$ cat src/rtl/enemy_turn_ctrl.sv
// enemy_turn_ctrl: sequences one enemy turn (RNG trigger, sample, legalise, issue) per player move
module enemy_turn_ctrl #(
  parameter logic [7:0] MAX_AMMO    = 8'd6,
  parameter logic [7:0] INIT_AMMO   = 8'd3,
  parameter int         TIMEOUT_CYC = 1000
) (
  input  logic       clk,
  input  logic       reset,
  input  logic       player_done,
  input  logic [1:0] rng,
  output logic       rng_trigger,
  output logic [7:0] ammo,
  output logic [7:0] tm,
  output logic [1:0] enemy_action,
  output logic       act_valid,
  input  logic       act_ready,
  output logic       busy,
  output logic       timeout
);
  localparam int IW = TIMEOUT_CYC > 1 ? $clog2(TIMEOUT_CYC + 1) : 1;
  localparam logic [IW-1:0] TC = IW'(TIMEOUT_CYC - 1);
  typedef enum logic [1:0] {IDLE, TRIG, SAMPLE, ISSUE} state_t;
  state_t state, state_n;
  logic [IW-1:0] idle_cnt;
  logic pending, go, tc, hs;
  logic [1:0] legal;
  assign busy      = state != IDLE;
  assign act_valid = state == ISSUE;
  always_comb begin
    go      = state == IDLE && (player_done || pending);
    tc      = state == IDLE && TIMEOUT_CYC != 0 && idle_cnt == TC;
    hs      = state == ISSUE && act_ready;
    legal   = rng == 2'd3 ? 2'd2 :
              (rng == 2'd1 && ammo == 8'd0) ? 2'd0 :
              (rng == 2'd0 && ammo == MAX_AMMO) ? 2'd2 : rng;
    state_n = state == IDLE   ? ((go || tc) ? TRIG : IDLE) :
              state == TRIG   ? SAMPLE :
              state == SAMPLE ? ISSUE :
              hs              ? IDLE : ISSUE;
  end
  // trigger and timeout are registered so they come straight off flops
  always_ff @(posedge clk or posedge reset) begin
    if (reset) begin
      state        <= IDLE;
      ammo         <= INIT_AMMO;
      tm           <= 8'd0;
      idle_cnt     <= '0;
      pending      <= 1'b0;
      rng_trigger  <= 1'b0;
      timeout      <= 1'b0;
      enemy_action <= 2'd0;
    end else begin
      state       <= state_n;
      rng_trigger <= go || tc;
      timeout     <= tc && !go;
      idle_cnt    <= (state != IDLE || go || tc) ? '0 : (&idle_cnt ? idle_cnt : idle_cnt + 1'b1);
      pending     <= state == IDLE ? 1'b0 : (pending | player_done);
      if (state == SAMPLE) enemy_action <= legal;
      else if (hs) enemy_action <= 2'd0;
      if (hs) begin
        tm   <= tm + 8'd1;
        ammo <= enemy_action == 2'd1 ? ammo - 8'd1 : enemy_action == 2'd0 ? ammo + 8'd1 : ammo;
      end
    end
  end
endmodule

$ cat config.mk
export PLATFORM = sky130hd
export DESIGN_NAME = enemy_turn_ctrl
export DESIGN_NICKNAME = d
export VERILOG_FILES = /design/src/rtl/enemy_turn_ctrl.sv
export SDC_FILE = /design/constraint.sdc
export NUM_CORES = 1
export LEC_CHECK = 0
export BUFFER_PORTS_ARGS = -buffer_cell sky130_fd_sc_hd__buf_2
export CAP_MARGIN = 20
export CORE_MARGIN = 5
export CORE_UTILIZATION = 59
export DETAILED_ROUTE_END_ITERATION = 12
export GPL_TIMING_DRIVEN = 0
export PLACE_DENSITY = 0.81
export SETUP_SLACK_MARGIN = 0.15
export SYNTH_ARGS = -nofsm -noshare
export SYNTH_HDL_FRONTEND = slang
export SYNTH_SLANG_ARGS = --single-unit
export TNS_END_PERCENT = 30
$ cat constraint.sdc
create_clock -name clk -period 5.97 [get_ports clk]
set_clock_uncertainty 0.1 [all_clocks]
set_input_delay 0.8955 -clock clk [delete_from_list [all_inputs] [get_ports clk]]
set_output_delay 0.8955 -clock clk [all_outputs]
set_load 0.03 [all_outputs]
# Yosys cells after proc, flatten, opt, wreduce, memory -nomap -nowiden
# Index checks and enable logic that the tools add are counted.
# totals
wordCells	57
reg_bits	33
inputBits	6
output_inout_bits	22
# op_classes
reduce_logical	20
bitwise_logic	1
n_eq_ne	9
mux	15
addsub	4
# op_table
op	count
2-to-1 mux 10 bit	2
2-to-1 mux 2 bit	9
adder 8 x 1 -> 8 bit, second input constant	2
2-to-1 mux 8 bit	2
adder 10 x 1 -> 10 bit, second input constant	1
== test 10 bit, second input constant	1
AND reduction 10 bit	1
== test 8 x 3 -> 1 bit, second input constant	1
zero test 8 bit	1
subtractor 8 x 1 -> 8 bit, second input constant	1
== test 2 x 1 -> 1 bit, second input constant	3
== test 2 bit, second input constant	3
logical AND 1 bit	6
zero test 2 bit	3
nonzero test 2 bit	3
logical OR 1 bit	4
2-to-1 mux 1 bit	2
!= test 2 bit, second input constant	1
AND reduction 2 bit	1
zero test 1 bit	1
bitwise OR 1 bit	1

# Depth between registers and ports, before layout
# depth
depth_word	6
depth_mapped	8
ltp_nobuf	7

# Least setup slack after synthesis
# OpenSTA, ideal clock, no wires.
# synth_path
path_type	reg2reg
start	reg enemy_action[1]
end	reg ammo[2]
setup_slack_ns	3.727
setup_ns	0.133
required_time_ns	5.737
path_stages_with_launch	8
n_path_buf	1
t_arrival_ns	2.010
synth_period_minus_slack_ns	2.243
path_cell_list	dfrtp_1 > nand2b_1 > clkbuf_1 > xnor2_1 > ha_1 > or3_1 > a211o_1 > xnor2_1
# synth_via
elab_chain_cells	3
elab_cells_between_ends	5
classes_between	eq/ne: 1; mux: 1; reduce/logical: 3
# synth_rtl
element	line	text
from (decl)	14	output logic [1:0] enemy_action,
from (signal assigned)	58	if (state == SAMPLE) enemy_action <= legal;
== test 2 x 1 -> 1 bit or zero test 2 bit (tied branches)	62	ammo <= enemy_action == 2'd1 ? ammo - 8'd1 : enemy_action == 2'd0 ? ammo + 8'd1 : ammo;
nonzero test 2 bit (no line)	n/a	
AND reduction 2 bit (no line)	n/a	
to (signal assigned)	62	
to (decl)	12	output logic [7:0] ammo,
# Parallel ways exist; a longest one is shown, timed or not.
# A chain may end at the register's enable or synchronous reset.

# Final worst setup path
# layout_path
start	reg state[1]
end	out busy
# layout_via
elab_chain_cells	1
# layout_rtl
element	line	text
from (decl)	23	state_t state, state_n;
from (signal assigned)	53	state <= state_n;
nonzero test 2 bit	27	assign busy = state != IDLE;
to (decl)	17	output logic busy,
# No other way between the ends.

==> flow_summary.json <==
{
  "syn-num-nets": 169,
  "drc": 0,
  "post_layout_nonfiller_instances": 226,
  "comb_power_share_pct": 43.3,
  "area_growth_pct": 15.8,
  "rows": 18,
  "rrSetupSlack_ns": 3.73,
  "syn-cell-area_um2": 1590,
  "grt-ovfl-total": 0,
  "synthCells": 160,
  "cts_tree": "yes",
  "hold_buffers": 0,
  "nNetsFinal": 204,
  "ys_seq_area_share_pct": 52.0,
  "fmax_ghz": 0.432,
  "cp_slowest_cell": "dfrtp_1",
  "switchingPower_mw": 0.385,
  "port_buffers": 27,
  "clk_path_buf_depth": 2,
  "grt_pass1_wl_mm": 5.18,
  "cts.sinks": 33,
  "seqPwrFrac_pct": 43.0,
  "rsz0062_at_grt": "no",
  "status": "complete, no violations",
  "arrival_ns": 1.32,
  "end_kind": "output port",
  "dieArea_um2": 3840,
  "finalCriticalPeriod_ns": 2.32,
  "start_util_pct": 63.1,
  "cp_max_fo": 7,
  "antenna_found_initial": 0,
  "post-cts-setup-buffers": 0,
  "path_delay_family": "flip-flops",
  "crit_type": "flip-flop to output port",
  "worst-path-buf-inv": 2,
  "cp-start-kind": "flip-flop",
  "worstPathRequired_ns": 4.97,
  "fin_crit_sh_pct": 38.8,
  "first_pass_iters": 4,
  "n_antenna_cell": 0,
  "pre_cts_slack_ns": 3.64,
  "stdcell_area_um2": 1840,
  "routedWlPerCell_um": 13.8,
  "die_h_um": 62.0,
  "hold_viol": 0,
  "drt-total-wl_mm": 3.12,
  "layout_common_cells": "dfrtp_1 (31), buf_2 (27), nor2_1 (19)",
  "clk-insertion-delay-late_ns": 0.33,
  "relSlewSlack_pct": 56.5,
  "grt_pass1_vias": 1260,
  "grt_start_max_net_pins": 19,
  "ys_ff_latch": 33,
  "setup_viol": 0,
  "drv_slew": 0,
  "gp_congestion": 0.885,
  "power_mw": 0.846,
  "final_common_cell": "dfrtp_1",
  "via_count": 1289,
  "pin_count": 28,
  "worstHoldPathType": "flip-flop to flip-flop",
  "core_um2": 2520,
  "intPower_mw": 0.461,
  "drive_above_1_share_pct": 20.9,
  "hpwl_mm": 2.39,
  "met1_length_mm": 1.38,
  "place_inst": 218,
  "synth_cell_types": 36,
  "setup_tns_ns": 0,
  "postLayoutCoreUtil_pct": 73.1,
  "maxCapViolCount": 0,
  "switching_share_pct": 45.5,
  "ant_nets": 0,
  "clkSlewWorstSetupHoldPaths_ns": 0.10,
  "slowest_delay_ns": 0.44,
  "cts_root_buf": "clkbuf_4",
  "wl_met2_mm": 1.52,
  "clock_power_share_pct": 13.7,
  "drt_iter0_markers": 73,
  "worst_pin_slew_ns": 0.653,
  "wl_met3_um": 191,
  "yosysWarnings": 0,
  "p_leak_nw": 0.876,
  "hold-worst-slack_ns": 0.356,
  "cts_buffers": 5,
  "setup_ws_ns": 3.65,
  "syn_avg_cell_area_um2": 9.95,
  "grt_use_total_pct": 18.5,
  "ir_drop_v": 0.000408,
  "dpl_cell_area_um2": 1790,
  "dieWidth_um": 62.0,
  "viasPerCell": 5.70,
  "cts_htree_levels": 2,
  "maxUsedRoutingLayer": "met4",
  "powerDensity_nw_per_um2": 459,
  "path_cells": "nor2_1 -> inv_1 -> buf_2",
  "ctsResizeCount": 0
}
==> logic make-up after synthesis <==
group / share of synthesized area [%]
compound gates: 9.27
xor+xnor: 10.4
fa+ha+maj: 2.36
buf+inv: 1.89
flops: 52.0
mux: 1.96
simple gates: 22.1
==> area by class of cell <==
type	instances	area [µm²]
Multi-Input combinational cell	119	734
Sequential cell	33	828
Tap cell	30	37.5
Timing Repair Buffer	28	163
Clock buffer	6	41.3
Buffer	3	11.3
Inverter	5	18.8
Clock inverter	2	10.0
Fill cell	186	678
==> routing by layer <==
metal,vias to the layer above,global-route usage (%)
met2,40,32.2
met3,5,4.96
met1,616,21.1
met4,0,7.88
li1,628,-
met5,-,0
==> flip-flops by register name, summed over array words and instances, names as in the netlist <==
register and cells:
ammo 8, enemy_action 2, idle_cnt 10, pending 1, rng_trigger 1, state 2, timeout 1, tm 8
==> synthesized netlist by cell type, drive strengths merged <==
library cell / n / area [µm²]
a31oi: 2 / 12.5
nand3: 8 / 40.0
or3: 4 / 25.0
and2: 1 / 6.26
xnor2: 14 / 123
nor2b: 2 / 12.5
o41ai: 1 / 8.76
nor2: 19 / 71.3
mux2i: 2 / 20.0
nand2: 18 / 67.6
or4: 3 / 23.8
nor4: 2 / 12.5
ha: 3 / 37.5
nand2b: 1 / 6.26
nand4: 5 / 31.3
a211o: 1 / 8.76
o31a: 1 / 8.76
clkbuf: 3 / 11.3
or2: 1 / 6.26
a21oi: 3 / 15.0
a21boi: 1 / 7.51
and3: 4 / 25.0
dfrtp: 31 / 776
dfstp: 2 / 52.6
o21ai: 5 / 28.8
nor3: 3 / 15.0
a211oi: 3 / 22.5
o22ai: 2 / 12.5
inv: 5 / 18.8
o31ai: 1 / 7.51
mux2: 1 / 11.3
o21a: 2 / 15.0
xor2: 5 / 43.8
and4: 1 / 8.76
==> power by group through the flow <==
| stage | sequential, mW | combinational, mW | clock (mW) |
|---|---|---|---|
| 5_1_grt | 0.374 | 0.399 | 0.132 |
| 3_3_place_gp | 0.362 | 0.355 | 0 |
| 3_5_place_dp | 0.368 | 0.368 | 0 |
| 4_1_cts | 0.363 | 0.370 | 0.120 |
| 6_report | 0.364 | 0.366 | 0.116 |
| 2_1_floorplan | 0.454 | 0.172 | 0 |
==> worst paths after layout <==
check	start	end	cells after the start
setup / recovery	state[1]$_DFF_PP0_	busy	3
hold / removal	pending$_DFF_PP0_	timeout$_DFF_PP0_	1
setup reg to reg	enemy_action[1]$_DFFE_PP0P_	ammo[6]$_DFFE_PP0P_	8
hold reg to reg	pending$_DFF_PP0_	timeout$_DFF_PP0_	1
max in group asynchronous	reset	ammo[1]$_DFFE_PP1P_	3
min in group asynchronous	reset	pending$_DFF_PP0_	2
Note: power is estimated with default switching activity, not from simulation.
